File: src/rtl/loader_pkg.sv
// Shared types and constants for the memory stream loader (FSM states, frame field sizes).
package loader_pkg;

  typedef enum logic [2:0] {
    ST_ADDR,
    ST_CNT,
    ST_DATA,
    ST_CSUM,
    ST_DONE
  } state_t;

  localparam int HDR_BYTES  = 4;
  localparam int WORD_BYTES = 4;
  localparam logic [3:0] MEM_EN_ALL = 4'hF;

endpackage

File: src/rtl/mem_stream_loader_byte_word_packer.sv
// Little-endian 4-byte assembler: presents the completed word combinationally with the
// strobe on the byte that finishes it, so header fields and data words share one path.
module byte_word_packer
  import loader_pkg::*;
(
  input  logic        clk,
  input  logic        rst,
  input  logic        in_vld,
  input  logic [7:0]  in_byte,
  output logic [31:0] word,
  output logic        last,
  output logic        at_first
);

  logic [1:0]  idx_p0;
  logic [23:0] sh_p0;

  always_ff @(posedge clk) begin
    if (rst) begin
      idx_p0 <= '0;
    end else if (in_vld) begin
      idx_p0 <= idx_p0 + 2'd1;
    end
  end

  // byte lanes: earlier bytes shift down so the newest lands in the top lane
  always_ff @(posedge clk) begin
    if (in_vld) begin
      sh_p0 <= {in_byte, sh_p0[23:8]};
    end
  end

  assign word     = {in_byte, sh_p0};
  assign last     = in_vld && (idx_p0 == 2'(WORD_BYTES - 1));
  assign at_first = (idx_p0 == 2'd0);

endmodule

File: src/rtl/mem_stream_loader.sv
// Framed byte-stream loader writing 32-bit words to the data memory B port.
// Optional trailing XOR checksum byte enabled by defining LOADER_CHECKSUM_EN.
module mem_stream_loader
  import loader_pkg::*;
#(
  parameter int AW = 14,
  parameter int CW = 16
) (
  input  logic          clk,
  input  logic          rst,
  input  logic [7:0]    rx_data,
  input  logic          rx_valid,
  output logic          rx_ready,
  output logic [AW-1:0] mem_addr,
  output logic [31:0]   mem_din,
  output logic          mem_we,
  output logic [3:0]    mem_en,
  output logic          busy,
  output logic          done,
  output logic          err,
  output logic [CW-1:0] words_written
);

  state_t        state;
  logic [AW-1:0] base;
  logic [CW-1:0] count;
  logic          acc;
  logic          pk_vld;
  logic [31:0]   pk_word;
  logic          pk_last;
  logic          pk_first;
  logic          body_end;

  assign rx_ready = (state != ST_DONE);
  assign acc      = rx_valid && rx_ready;
  assign pk_vld   = acc && (state != ST_CSUM);

  byte_word_packer u_packer (
    .clk      (clk),
    .rst      (rst),
    .in_vld   (pk_vld),
    .in_byte  (rx_data),
    .word     (pk_word),
    .last     (pk_last),
    .at_first (pk_first)
  );

  // Last header byte of an empty frame, or last byte of the last data word
  assign body_end = (state == ST_CNT  && pk_last && pk_word[CW-1:0] == '0) ||
                    (state == ST_DATA && pk_last && (words_written + CW'(1)) == count);

  always_ff @(posedge clk) begin
    if (state == ST_ADDR && pk_last) base  <= pk_word[AW-1:0];
    if (state == ST_CNT  && pk_last) count <= pk_word[CW-1:0];
  end

  always_ff @(posedge clk) begin
    if (rst) begin
      state         <= ST_ADDR;
      mem_addr      <= '0;
      mem_din       <= '0;
      mem_we        <= 1'b0;
      mem_en        <= '0;
      busy          <= 1'b0;
      done          <= 1'b0;
      words_written <= '0;
    end else begin
      mem_we <= 1'b0;
      mem_en <= '0;
      done   <= 1'b0;
      unique case (state)
        ST_ADDR: begin
          if (acc && pk_first) begin
            busy          <= 1'b1;
            words_written <= '0;
          end
          if (pk_last) state <= ST_CNT;
        end
        ST_CNT: begin
          if (pk_last && !body_end) state <= ST_DATA;
        end
        ST_DATA: begin
          if (pk_last) begin
            mem_addr      <= base + AW'(words_written);
            mem_din       <= pk_word;
            mem_we        <= 1'b1;
            mem_en        <= MEM_EN_ALL;
            words_written <= words_written + CW'(1);
          end
        end
        ST_CSUM: begin
          if (acc) begin
            state <= ST_DONE;
            busy  <= 1'b0;
            done  <= 1'b1;
          end
        end
        ST_DONE: state <= ST_ADDR;
        default: state <= ST_ADDR;
      endcase
      if (body_end) begin
`ifdef LOADER_CHECKSUM_EN
        state <= ST_CSUM;
`else
        state <= ST_DONE;
        busy  <= 1'b0;
        done  <= 1'b1;
`endif
      end
    end
  end

`ifdef LOADER_CHECKSUM_EN
  logic [7:0] csum;
  logic       err_q;

  always_ff @(posedge clk) begin
    if (rst) begin
      csum  <= '0;
      err_q <= 1'b0;
    end else begin
      if (state == ST_ADDR && acc && pk_first) begin
        csum  <= '0;
        err_q <= 1'b0;
      end
      if (state == ST_DATA && acc) csum <= csum ^ rx_data;
      if (state == ST_CSUM && acc) err_q <= (rx_data != csum);
    end
  end

  assign err = err_q;
`else
  assign err = 1'b0;
`endif

endmodule

File: config.mk
export PLATFORM = sky130hd
export DESIGN_NAME = mem_stream_loader
export DESIGN_NICKNAME = d
export VERILOG_FILES = /design/src/rtl/loader_pkg.sv /design/src/rtl/mem_stream_loader_byte_word_packer.sv /design/src/rtl/mem_stream_loader.sv
export SDC_FILE = /design/constraint.sdc
export NUM_CORES = 1
export LEC_CHECK = 0
export ABC_AREA = 0
export CORE_MARGIN = 3
export CORE_UTILIZATION = 50
export DETAILED_ROUTE_END_ITERATION = 16
export GPL_TIMING_DRIVEN = 1
export PLACE_DENSITY = 0.79
export SLEW_MARGIN = 30
export SYNTH_ARGS = -nofsm -noshare
export SYNTH_HDL_FRONTEND = slang
export SYNTH_SLANG_ARGS = --single-unit
File: constraint.sdc
create_clock -name clk -period 4.52 [get_ports clk]
set_clock_uncertainty 0.1 [all_clocks]
set_input_delay 0.452 -clock clk [delete_from_list [all_inputs] [get_ports clk]]
set_output_delay 0.452 -clock clk [all_outputs]
set_load 0.05 [all_outputs]
## Word level (Yosys, flattened, before mapping)

Cells that the tools add are included.
W data, S select, Z words.

| cells by class | value |
|---|---|
| reductions and logical operators | 24 |
| add/subtract/negate cells | 3 |
| bitwise logic cells | 1 |
| equal/unequal tests | 16 |
| multiplexer cells | 16 |

Operators by type and width:

| kind | number |
|---|---|
| $mux W16 | 2 |
| $pmux W16 S2 | 1 |
| $add A16 B1 Y16 const B | 1 |
| $eq A16 B16 Y1 | 1 |
| $logic_not A16 Y1 | 1 |
| $add A14 B14 Y14 | 1 |
| $mux W3 | 4 |
| $pmux W3 S4 | 1 |
| $logic_and A1 B1 Y1 | 10 |
| $ne A3 B3 Y1 const B | 3 |
| $ne A2 B2 Y1 const B | 4 |
| $reduce_and A4 Y1 | 2 |
| $eq A3 B2 Y1 const B | 2 |
| $mux W1 | 6 |
| $ne A3 B2 Y1 const B | 2 |
| $reduce_and A3 Y1 | 2 |
| $mux W4 | 1 |
| $ne A2 B1 Y1 const B | 2 |
| $reduce_bool A2 Y1 | 2 |
| $reduce_or A2 Y1 | 2 |
| $eq A3 B1 Y1 const B | 1 |
| $logic_not A3 Y1 | 1 |
| $add A2 B1 Y2 const B | 1 |
| $eq A2 B2 Y1 const B | 1 |
| other kinds (6) | 6 |

| storage, ports and cells | value |
|---|---|
| flip-flop bits (word level) | 128 |
| input bits | 11 |
| output and inout bits | 71 |
| word-level logic and storage cells | 73 |

## Logic depth before layout (Yosys ltp)

| logic depth | value |
|---|---|
| depth in word-level cells | 12 |
| gate-level depth with buffers | 10 |
| depth with buffers taken out | 10 |

## Modules after synthesis

Synthesis repeated with hierarchy kept, for this count alone.

| unflattened totals | value |
|---|---|
| cell total of the unflattened synthesis | 557 |
| area total of the unflattened synthesis | 5577.8 um^2 |

By module, submodules not included:

| module | instances | cells an instance | area each (um^2) | seq. area each (um^2) |
|---|---|---|---|---|
| mem_stream_loader | 1 | 514 | 4690.7 | 2262.2 |
| byte_word_packer | 1 | 43 | 887.1 | 760.7 |

## Worst setup path before layout

Ideal clock, no wire load.

| timing | value |
|---|---|
| kind | flip-flop to flip-flop |
| start | reg words_written[0] |
| end | reg mem_addr[12] |
| cell stages (with the launch flop) | 11 |
| period minus slack after synthesis | 2698 ps |
| path buffers | 0 |
| path slack | 1822 ps |
| data arrival time | 2483 ps |
| library setup time | 115 ps |
| required time | 4305 ps |
| cell sequence | dfxtp_1 > ha_1 > inv_1 > fa_1 > nand2b_1 > a21oi_1 > o21a_1 > o311ai_0 > a21oi_1 > mux2i_1 > nand2_1 |

| on the way | value |
|---|---|
| cells in the longest elaborated chain, start to end | 1 |

Ends and longest elaborated chain:

| item | line | RTL |
|---|---|---|
| start, declared | mem_stream_loader.sv:21 | `output logic [CW-1:0] words_written` |
| start signal, assigned | mem_stream_loader.sv:88 | `words_written <= words_written + CW'(1);` |
| $add A14 B14 Y14 | mem_stream_loader.sv:84 | `mem_addr <= base + AW'(words_written);` |
| end signal, assigned | mem_stream_loader.sv:84 |  |
| end, declared | mem_stream_loader.sv:14 | `output logic [AW-1:0] mem_addr,` |

No other way between the ends.
A chain may end at the register's enable or synchronous reset.

## Worst setup path after layout

Ends and elaborated chain as after synthesis.

==> flow_summary.yaml <==
power:
  p_leak_nw: 2.41
  powerDensity_nw_per_um2: 382
  peakVddDrop_v: 0.000208
run_status:
  status: "complete, no violations"
detailed_routing:
  vias: 4498
  remaining_drc_errors: 0
  wire_per_inst_um: 17.6
  first_iter_violations: 316
  firstDrtPassIters: 5
  final_antenna_net_count: 0
  vias_per_cell: 5.82
  drt_wl_total_um: 13600
min_path:
  whs_path_depth: 0
  hold_path_class: "reg2reg"
critical_path:
  slowest_stage: "dfxtp_1"
  cpMostUsedCell: "a21oi_1"
  cp-end-kind: "flop"
  crit_required_ns: 4.83
  start_kind: "flop"
  crit_family: "compound AO/OA/AOI/OAI gates"
  critical_path_class: "reg2reg"
  crit_buf_inv: 1
  path_depth: 10
  cp_max_fo: 8
  max_stage_delay_ns: 0.50
  crit_chain: "ha_1, inv_1, fa_1, nand2b_1, a21oi_1, o21a_1, o311ai_0, a21oi_1, mux2i_1, nand2_1"
  rr_worst_depth: 10
  critPathArrivalTime_ns: 3.09
synthesis:
  synth_top_area_cell: "edfxtp_1"
  ys_seq_elements: 124
  syn_inst: 559
  synth_commonest_cells: "nand2_1 (98), a21oi_1 (71), dfxtp_1 (70)"
  synth_area_leaders: "edfxtp_1 (29%), dfxtp_1 (25%), nand2_1 (6.7%)"
  syn-num-nets: 587
  synth_seq_area_share: 0.549
  avgSynthCellArea_um2: 9.85
  yosys.area.top_type_share: 0.294
  yosys_most_used_dff: "dfxtp_1"
  synth_most_common_cell: "nand2_1"
  synth-async-reset-ratio: 0
  synth_warnings: 0
  yosysUniqueCellTypes: 56
  synth_enable_flop_cells: 54
  synth.cell_area_um2: 5510
sta:
  worstMarginPinSlew_ns: 0.954
  setup-tns-final_ns: 0
  max_freq_mhz: 361
  hold_violations: 0
  slew-limit-headroom: 0.364
  rsz0062_at_grt: "no"
  finalCritPeriodShare: 0.613
  setup_viol: 0
  fin_crit_ns: 2.77
  slew_viol_final: 0
final_layout:
  syn2layout_area_growth_pct: 26.1
  final_nets: 652
  layout-drive-gt1-share: 0.0738
  final_cell_area_um2: 6940
  antenna_cells: 0
clocking:
  cts_tree: "done"
  cts_resized: 0
  cts_buffers: 17
  clk_path_buf_depth: 2
  postCtsHoldBufs: 0
  post_cts_buffers: 0
  clockRootBuffer: "clkbuf_8"
  htreeDepth: 4
  cts.sinks: 124
  path_clk_slew_ns: 0.07
  clock_latency_ns: 0.52
placement:
  placed_cell_area_um2: 6330
  portBuffers: 80
  hpwl_um: 8940
  gp_congestion: 0.860
die:
  start_util: 0.524
  io_pins: 82
  die_y_um: 111
  core_um2: 10500
  dieArea_um2: 12300
  dieWidth_um: 111
  row_count: 37
grt:
  antenna_found_initial: 0
  overflow: 0
  grt_max_degree: 65
  grt_pass1_wl_um: 22300
  grt_pass1_vias: 4473
  grt_usage: 0.224
job:
  maxCapViolCount: 0
## registers in the layout, summed over array words and instances (netlist names)
| signal | cells |
|---|---|
| mem_en | 1 |
| mem_addr | 14 |
| count | 16 |
| u_packer.idx_p0 | 2 |
| busy | 1 |
| mem_din | 32 |
| words_written | 16 |
| state | 3 |
| base | 14 |
| done | 1 |
| u_packer.sh_p0 | 24 |
## worst paths after layout
path / start / to / slack (ns)
worst max register to register: words_written[0]$_SDFFE_PP0P_ / mem_addr[12]$_SDFFE_PP0P_ / 1.75
worst min-delay path: u_packer.sh_p0[19]$_DFFE_PP_ / u_packer.sh_p0[11]$_DFFE_PP_ / 0.35
worst min register to register: u_packer.sh_p0[19]$_DFFE_PP_ / u_packer.sh_p0[11]$_DFFE_PP_ / 0.35
worst max-delay path: words_written[0]$_SDFFE_PP0P_ / mem_addr[12]$_SDFFE_PP0P_ / 1.75
## cells by family (layout without fill, tap and decap cells)
group           after synthesis  after routing  share of synthesized area
xor+xnor                     25             25                     0.0398
simple gates                212            212                      0.186
other cells                   1              1                   0.000681
flops                       124            124                      0.549
mux                           6              6                     0.0109
fa+ha+maj                    17             17                     0.0400
compound gates              128            128                      0.136
buf+inv                      46            124                     0.0375
## stage by stage
step / setup WS (ns) / power [W] / util / hold slack [ns] / std cells
6_report: 1.75 / 0.00265 / 0.661 / 0.350 / 773
5_1_grt: 1.57 / 0.00273 / 0.661 / 0.357 / 773
4_1_cts: 1.76 / 0.00266 / 0.661 / 0.351 / 773
3_5_place_dp: 1.34 / 0.00129 / 0.603 / 0.338 / 741
3_3_place_gp: 1.43 / 0.00129 / 0.603 / 0.332 / 741
2_1_floorplan: 1.82 / 0.00126 / - / 0.326 / 559
## metal layers
layer  wire length (um)  share of wire  GRT usage
met3                958          0.070     0.0562
met5                  0              0          0
met1               5470           0.40      0.273
met4                293          0.022     0.0895
met2               6880           0.51      0.380
## final cells by class
type	instances	area, um^2
Clock inverter	12	163
Sequential cell	124	3020
Timing Repair Buffer	83	818
Tap cell	136	170
Multi-Input combinational cell	389	2290
Fill cell	798	3570
Clock buffer	20	445
Inverter	9	33.8
## layout by cell type, fill, tap and decap left out, types with 5 or more instances in the layout
cell             count
or3_1                6
ha_1                16
edfxtp_1            54
a21oi_1             71
dfxtp_1             70
nand4_1              6
nand3_1             17
mux2i_1              6
a211oi_1             7
and4_1               5
nand2b_1             9
xnor2_1             11
o21a_1               5
nor3_1               8
nor2_1              27
o21ai_0             23
clkdlybuf4s50_1     79
nand2_1             98
xor2_1              14
inv_1                8
clkbuf_16           16
and3_1              10
nor4_1               5
## where the power goes
part | internal [W] | switching, W
combinational | 0.0000202 | 0.0000429
clock | 0.000876 | 0.000509
sequential | 0.00119 | 0.0000171
Power figures use the tool's default switching activity.
